`config.mk`:
```
export PLATFORM = sky130hd
export DESIGN_NAME = datapath_gen
export DESIGN_NICKNAME = d
export VERILOG_FILES = /design/src/rtl/datapath_gen.sv
export SDC_FILE = /design/constraint.sdc
export NUM_CORES = 1
export LEC_CHECK = 0
export ABC_AREA = 0
export BUFFER_PORTS_ARGS = -buffer_cell sky130_fd_sc_hd__buf_2
export CAP_MARGIN = 20
export CORE_MARGIN = 10
export CORE_UTILIZATION = 42
export CTS_CLUSTER_DIAMETER = 80
export DETAILED_ROUTE_END_ITERATION = 8
export PLACE_DENSITY = 0.58
export SLEW_MARGIN = 10
export SYNTH_ARGS = -nofsm -noshare
export SYNTH_HDL_FRONTEND = slang
export SYNTH_SLANG_ARGS = --single-unit
```
`constraint.sdc`:
```
create_clock -name clock -period 4.7 [get_ports clock]
set_input_delay 0.235 -clock clock [delete_from_list [all_inputs] [get_ports clock]]
set_output_delay 0.235 -clock clock [all_outputs]
set_load 0.1 [all_outputs]
```
`src/rtl/datapath_gen.sv`:
```
// ============================================================================
// Module  : datapath_gen
// Brief   : Register-file / accumulator datapath with an 8-function ALU and a
//           repeat sequencer driven by a start/busy/done handshake.
//           Optional feature macro: DATAPATH_SAT_EN (saturating ADD/SUB).
// Revision: 1.0 - initial release
// ============================================================================
`default_nettype none

module datapath_gen #(
  parameter int WIDTH = 4,
  parameter int NREG  = 3,
  parameter int CNTW  = 4,
  localparam int AW   = (NREG > 2) ? $clog2(NREG) : 1
) (
  input  logic             clock,
  input  logic             clear,
  input  logic [WIDTH-1:0] din,
  input  logic             wsel,
  input  logic             we,
  input  logic [AW-1:0]    waddr,
  input  logic [AW-1:0]    rsel,
  input  logic [2:0]       op,
  input  logic             cin,
  input  logic             acc_we,
  input  logic             start,
  input  logic [CNTW-1:0]  count,
  output logic             busy,
  output logic             done,
  output logic [WIDTH-1:0] acc,
  output logic             carry,
  output logic             zero,
  output logic [WIDTH-1:0] dout
);

  typedef enum logic [1:0] {
    S_IDLE = 2'd0,
    S_RUN  = 2'd1,
    S_DONE = 2'd2
  } state_t;

  localparam logic [2:0] OP_PASSA = 3'b000;
  localparam logic [2:0] OP_PASSB = 3'b001;
  localparam logic [2:0] OP_ADD   = 3'b010;
  localparam logic [2:0] OP_SUB   = 3'b011;
  localparam logic [2:0] OP_AND   = 3'b100;
  localparam logic [2:0] OP_OR    = 3'b101;
  localparam logic [2:0] OP_XOR   = 3'b110;
  localparam logic [2:0] OP_NOTA  = 3'b111;

  state_t           state_q, state_d;
  logic [WIDTH-1:0] acc_q, acc_d;
  logic             carry_q, carry_d;
  logic [WIDTH-1:0] regs_q [NREG];
  logic [WIDTH-1:0] regs_d [NREG];
  logic [2:0]       op_q, op_d;
  logic [AW-1:0]    rsel_q, rsel_d;
  logic             cin_q, cin_d;
  logic [CNTW-1:0]  cnt_q, cnt_d;
  logic             busy_q, busy_d;
  logic             done_q, done_d;

  logic [2:0]       alu_op;
  logic [AW-1:0]    alu_rsel;
  logic             alu_cin;
  logic [WIDTH-1:0] b_op;
  logic [WIDTH:0]   sum_w;
  logic [WIDTH:0]   dif_w;
  logic [WIDTH-1:0] alu_res;
  logic             alu_c;

  // During a run the ALU is steered by the values captured at start.
  assign alu_op   = (state_q == S_RUN) ? op_q   : op;
  assign alu_rsel = (state_q == S_RUN) ? rsel_q : rsel;
  assign alu_cin  = (state_q == S_RUN) ? cin_q  : cin;

  always_comb begin
    b_op = '0;
    for (int i = 0; i < NREG; i++) begin
      if (alu_rsel == AW'(i)) b_op = regs_q[i];
    end
  end

  assign sum_w = {1'b0, acc_q} + {1'b0, b_op} + {{WIDTH{1'b0}}, alu_cin};
  assign dif_w = {1'b0, acc_q} - {1'b0, b_op};

  always_comb begin
    alu_res = acc_q;
    alu_c   = 1'b0;
    case (alu_op)
      OP_PASSA: alu_res = acc_q;
      OP_PASSB: alu_res = b_op;
      OP_ADD: begin
        alu_res = sum_w[WIDTH-1:0];
        alu_c   = sum_w[WIDTH];
`ifdef DATAPATH_SAT_EN
        if (sum_w[WIDTH]) alu_res = '1;
`endif
      end
      OP_SUB: begin
        alu_res = dif_w[WIDTH-1:0];
        alu_c   = dif_w[WIDTH];
`ifdef DATAPATH_SAT_EN
        if (dif_w[WIDTH]) alu_res = '0;
`endif
      end
      OP_AND:  alu_res = acc_q & b_op;
      OP_OR:   alu_res = acc_q | b_op;
      OP_XOR:  alu_res = acc_q ^ b_op;
      OP_NOTA: alu_res = ~acc_q;
      default: alu_res = acc_q;
    endcase
  end

  always_comb begin
    state_d = state_q;
    acc_d   = acc_q;
    carry_d = carry_q;
    regs_d  = regs_q;
    op_d    = op_q;
    rsel_d  = rsel_q;
    cin_d   = cin_q;
    cnt_d   = cnt_q;

    case (state_q)
      S_IDLE: begin
        // Writes land in the start cycle too, so a run sees the new value.
        if (we) begin
          for (int i = 0; i < NREG; i++) begin
            if (waddr == AW'(i)) regs_d[i] = wsel ? acc_q : din;
          end
        end
        if (start) begin
          if (count != '0) begin
            op_d    = op;
            rsel_d  = rsel;
            cin_d   = cin;
            cnt_d   = count;
            state_d = S_RUN;
          end else begin
            state_d = S_DONE;
          end
        end else if (acc_we) begin
          acc_d   = alu_res;
          carry_d = alu_c;
        end
      end
      S_RUN: begin
        acc_d   = alu_res;
        carry_d = alu_c;
        cnt_d   = cnt_q - CNTW'(1);
        if (cnt_q == CNTW'(1)) state_d = S_DONE;
      end
      S_DONE:  state_d = S_IDLE;
      default: state_d = S_IDLE;
    endcase

    busy_d = (state_d == S_RUN);
    done_d = (state_d == S_DONE);
  end

  always_ff @(posedge clock or negedge clear) begin
    if (!clear) begin
      state_q <= S_IDLE;
      acc_q   <= '0;
      carry_q <= 1'b0;
      op_q    <= '0;
      rsel_q  <= '0;
      cin_q   <= 1'b0;
      cnt_q   <= '0;
      busy_q  <= 1'b0;
      done_q  <= 1'b0;
      for (int i = 0; i < NREG; i++) regs_q[i] <= '0;
    end else begin
      state_q <= state_d;
      acc_q   <= acc_d;
      carry_q <= carry_d;
      op_q    <= op_d;
      rsel_q  <= rsel_d;
      cin_q   <= cin_d;
      cnt_q   <= cnt_d;
      busy_q  <= busy_d;
      done_q  <= done_d;
      regs_q  <= regs_d;
    end
  end

  assign busy  = busy_q;
  assign done  = done_q;
  assign acc   = acc_q;
  assign carry = carry_q;
  assign zero  = (acc_q == '0);
  assign dout  = regs_q[NREG-1];

endmodule

`default_nettype wire

```
; ---- Word-level counts from Yosys, hierarchy flattened
; Index checks and enable logic that the tools add are counted.
[classes]
order_cmp = 0
addsub = 4
shifts = 0
n_reduce_logical = 13
mux = 22
bitwise_logic = 4
div_mod_pow = 0
multipliers = 0
n_eq_ne = 19
[op_table]
columns = cell, n
row1 = 2-to-1 mux 4 bit, 8
row2 = one-hot mux 4 bit (8 select lines), 1
row3 = AND reduction 3 bit, 6
row4 = one-hot mux 4 bit (2 select lines), 2
row5 = "== test 3 bit, second input constant", 4
row6 = "== test 2 x 1 -> 1 bit, second input constant", 4
row7 = 2-to-1 mux 2 bit, 4
row8 = "inequality test 2 bit, second input constant", 4
row9 = "== test 2 bit, second input constant", 3
row10 = "== test 3 x 2 -> 1 bit, second input constant", 2
row11 = logical NOT 2 bit, 3
row12 = adder 4 x 4 -> 5 bit, 1
row13 = adder 5 x 1 -> 5 bit, 1
row14 = subtractor 4 x 4 -> 5 bit, 1
row15 = bitwise AND 4 bit, 1
row16 = "== test 4 x 1 -> 1 bit, second input constant", 1
row17 = logical NOT 4 bit, 1
row18 = NOT 4 bit, 1
row19 = OR 4 bit, 1
row20 = one-hot mux 1 bit (2 select lines), 2
row21 = one-hot mux 2 bit (2 select lines), 1
row22 = nonzero test 4 bit, 1
row23 = "subtractor 4 x 1 -> 4 bit, second input constant", 1
row24 = XOR 4 bit, 1
row25 = other kinds (5), 7
[word_totals]
mem_bits_rw = 0
rom_bits = 0
reg_bits = 31
latchBits = 0
memories = 0
elab_cells = 74

; ---- Logic depth before layout (Yosys ltp)
[logic_depth]
word_depth = 12
depth_mapped = 15
mapped_depth_nobuf = 14

; ---- Worst setup path before layout
; OpenSTA, ideal clock, no wires.
[synth_path]
path_type = reg2out
start = register acc_q[0], in the netlist acc[0]
end = output port zero
path_slack_ns = 0.592
arrival_ns = 3.873
required_time_ns = 4.465
stages_incl_launch_ff = 2
path_cell_list = dfrtp_1 > nor4_1
[synth_between]
elab_chain_cells = 1
[synth_rtl]
columns = element, line
row1 = from (decl), 52  ; logic [WIDTH-1:0] acc_q, acc_d;
row2 = from (signal assigned), 165  ; acc_q <= '0;
row3 = from (signal assigned), 176  ; acc_q <= acc_d;
row4 = logical NOT 4 bit, 192  ; assign zero = (acc_q == '0);
row5 = to (decl), 32  ; output logic zero,
; Every way passes these cells.

; ---- Worst setup path in the final report
[layout_path]
start = register state_q[1]
end = register acc_q[1], in the netlist acc[1]
[layout_between]
elab_chain_cells = 12
[layout_rtl]
columns = element, line
row1 = from (decl), 51  ; state_t state_q, state_d;
row2 = from (signal assigned), 175  ; state_q <= state_d;
row3 = == test 2 x 1 -> 1 bit, --
row4 = 2-to-1 mux 2 bit, 74  ; assign alu_rsel = (state_q == S_RUN) ? rsel_q : rsel;
row5 = logical NOT 2 bit, 80  ; if (alu_rsel == AW'(i)) b_op = regs_q[i];
row6 = 2-to-1 mux 4 bit (3 in series), 80
row7 = adder 4 x 4 -> 5 bit, 84  ; assign sum_w = {1'b0, acc_q} + {1'b0, b_op} + {{WIDTH{1'b0}}, alu_cin};
row8 = adder 5 x 1 -> 5 bit, 84
row9 = one-hot mux 4 bit (8 select lines), 90  ; case (alu_op)
row10 = 2-to-1 mux 4 bit, 143  ; end else if (acc_we) begin
row11 = 2-to-1 mux 4 bit, 133  ; if (start) begin
row12 = one-hot mux 4 bit (2 select lines), 125  ; case (state_q)
; Several ways; a longest one is shown, not always the timed one. The select of a mux whose other input is x is not followed.
; A chain may end at the register's enable or synchronous reset.

==> results.sh <==
export IMPL_cp_max_fo=14
export IMPL_route_vias_total=1803
export IMPL_finalHoldViolCount=0
export IMPL_final_max_slew_viol_count=0
export IMPL_min_period_ns=3.66
export IMPL_fillCellCount=476
export IMPL_clk_latency_ns=0.29
export IMPL_finClkSkew_ns=0.00863
export IMPL_placed_cell_area_um2=2460
export IMPL_initial_utilization_pct=44.0
export IMPL_path_common_cell="fa_1"
export IMPL_antenna_found_initial=0
export IMPL_remaining_drc_errors=0
export IMPL_wl_per_cell_um=16.2
export IMPL_die_area_um2=8760
export IMPL_clk_pin_slew_ns=0.08
export IMPL_avgViaCountPerCell=5.37
export IMPL_critPathRequiredTime_ns=4.86
export IMPL_ff2ff_setup_slack_ns=1.04
export IMPL_synth_nets=276
export IMPL_ys_flop_type="dfrtp_1"
export IMPL_grtUsageTotal_pct=12.9
export IMPL_synthCells=235
export IMPL_htreeDepth=2
export IMPL_areaGrowthSynthToFinish_pct=12.1
export IMPL_die_width_um=93.6
export IMPL_timing_final_setup_violations=0
export IMPL_ys_ff_latch=31
export IMPL_endpoint_kind="flop"
export IMPL_worst_pin_slew_ns=0.780
export IMPL_drv_cap=0
export IMPL_grt_overflow=0
export IMPL_multi_input_area_um2=1370
export IMPL_finalSetupTns_ns=0
export IMPL_ys_types=61
export IMPL_cpPeakStageDelay_ns=0.55
export IMPL_ff2ff_path_depth=11
export IMPL_design_area_um2=2550
export IMPL_path_cells="nand2b_1, mux2_2, and2_4, a21oi_1, inv_1, fa_1, fa_1, nor2_1, o21ai_1, a221oi_1, a221oi_2"
export IMPL_r2r_end="acc[1]"
export IMPL_fin_crit_sh_pct=77.9
export IMPL_slew_headroom_pct=47.6
export IMPL_synth_edff_count=0
export IMPL_cts_buffer_depth=2
export IMPL_core_area_um2=5170
export IMPL_dp_hpwl_um=4170
export IMPL_cts_root_buf="clkbuf_8"
export IMPL_yosysWarnings=0
export IMPL_async_reset_ff_share_pct=100
export IMPL_hp_class="in2async"
export IMPL_cts_hold_fix_buffers=0
export IMPL_postRouteAntennaNets=0
export IMPL_cp_top_family="adder cells"
export IMPL_cts_tree="yes"
export IMPL_critical_path_class="reg2reg"
export IMPL_layout_drive_gt1_share_pct=25.9
export IMPL_ys_seq_area_share_pct=34.1
export IMPL_gp_congestion=0.878
export IMPL_first_iter_violations=102
export IMPL_final_net_count=306
export IMPL_arrival_ns=3.82
export IMPL_syn_area_um2=2270
export IMPL_grt_pass1_vias=1816
export IMPL_final_seq_area_um2=776
export IMPL_drt_pass1_iter_count=4
export IMPL_die_h_um=93.6
export IMPL_synth_area_per_cell_um2=9.68
export IMPL_cts_resized_gates=0
export IMPL_port_buffers=33
export IMPL_grt_setup_unrepaired="false"
export IMPL_grt_pass1_wl_um=9130
export IMPL_outcome="finished clean"
export IMPL_rows=26
export IMPL_critPathLaunchType="flop"
export IMPL_post_cts_setup_buffers=0
export IMPL_grt_start_max_net_pins=32
export IMPL_io_pins=34
export IMPL_clock_fmax_mhz=273
export IMPL_cts_buffers=5
export IMPL_cp_num_buf_inv=1
export IMPL_whs_ns=0.00237
export IMPL_antennaDiodeCount=0
export IMPL_crit_path_top_delay_cell="dfrtp_1"
export IMPL_cts_sinks=31
export IMPL_rr_startpoint="state_q[1]"
export IMPL_wl_um=5440
==> how the worst max path moves through the flow <==
stage	from	endpoint	slack, ns	cells after the start
floorplan	acc[0]	zero	0.59	1
global placement	state_q[1]	acc[1]	1.12	11
detailed placement	state_q[1]	acc[1]	1.05	11
CTS	state_q[1]	acc[1]	1.02	11
global route	state_q[1]	carry	0.83	12
finish	state_q[1]	acc[1]	1.04	11
==> worst register-to-register path, stage by stage (launching register included) <==
cell      delay [ns]
dfrtp_1         0.55
nand2b_1        0.39
mux2_2          0.43
and2_4          0.17
a21oi_1         0.28
inv_1           0.18
fa_1            0.47
fa_1            0.44
nor2_1          0.11
o21ai_1         0.07
a221oi_1        0.37
a221oi_2        0.09
==> stage by stage <==
| step | cells | worst slack [ns] | util, % |
|---|---|---|---|
| final | 336 | 1.04 | 49.3 |
| after global routing | 336 | 0.830 | 49.3 |
| after CTS | 336 | 1.02 | 49.3 |
| after detailed placement | 328 | 1.05 | 47.6 |
| after global placement | 328 | 1.12 | 47.6 |
| after floorplan | 235 | 0.592 | - |
==> sequential cells by signal (all words and copies together) (netlist names), 2 cells and up <==
| register | flops |
|---|---|
| dout | 4 |
| acc | 4 |
| cnt_q | 4 |
| state_q | 2 |
| regs_q | 8 |
| rsel_q | 2 |
| op_q | 3 |
==> routing by layer <==
metal	vias to the layer above	routed length, um	GRT usage, %
li1	898	-	-
met1	866	2600	17.1
met2	34	2560	20.5
met3	5	217	2.40
met4	0	68	4.56
met5	-	0	0
==> cell type report <==
type / instances / area share [%]
tap: 70 / 3.43
clock buffer: 5 / 2.70
clock inverter: 3 / 0.785
inverter: 15 / 2.21
timing repair buffer: 34 / 6.77
sequential: 31 / 30.4
multi-input combinational: 178 / 53.7
==> cell usage after synthesis (2+ instances only) <==
library cell	instances	area share, %
dfrtp_1	31	34
nand3_1	3	0.66
nor2_1	26	4.3
o31ai_1	2	0.66
mux2_2	7	3.5
mux2i_1	11	4.8
a221oi_2	3	2.0
o21ai_0	12	2.6
buf_4	6	2.0
nor4bb_1	2	0.88
buf_2	2	0.44
nor3_1	3	0.66
ha_1	16	8.8
o21ai_1	2	0.44
a21oi_2	2	0.77
a31oi_1	3	0.83
xnor2_1	4	1.5
nor4_1	2	0.55
o21bai_1	3	0.99
nand2_1	18	3.0
a21oi_1	17	3.7
fa_1	3	2.6
inv_2	2	0.33
a21o_1	2	0.66
nor2b_1	3	0.83
o221ai_1	2	0.77
inv_1	13	2.1
a22oi_1	2	0.66
==> kinds of logic after synthesis <==
| kind of cell | count (synthesis) | synth area share, % |
|---|---|---|
| mux | 20 | 9.96 |
| simple gates | 70 | 16.0 |
| compound gates | 64 | 20.9 |
| xor+xnor | 5 | 1.93 |
| flops | 31 | 34.1 |
| fa+ha+maj | 19 | 11.4 |
| buf+inv | 26 | 5.72 |
==> placed cells by master (no fill, tap or decap), types with 2 or more instances in the layout <==
master / count
fa_1: 3
o21ai_0: 12
xnor2_1: 4
mux2_2: 7
nor4_1: 2
a22oi_1: 2
a21oi_1: 17
nor2b_1: 3
a21o_1: 2
o21bai_1: 3
inv_1: 13
clkbuf_8: 5
o221ai_1: 2
dfrtp_1: 31
nand3_1: 3
buf_2: 33
clkinvlp_4: 2
a221oi_2: 3
nand2_1: 18
a31oi_1: 3
nor4bb_1: 2
o31ai_1: 2
inv_2: 2
nor3_1: 3
nor2_1: 26
ha_1: 16
mux2i_1: 11
a21oi_2: 2
o21ai_1: 2
Power is not shown: default switching activity piles up to over one toggle a cycle in this logic, so the estimate is an artifact.
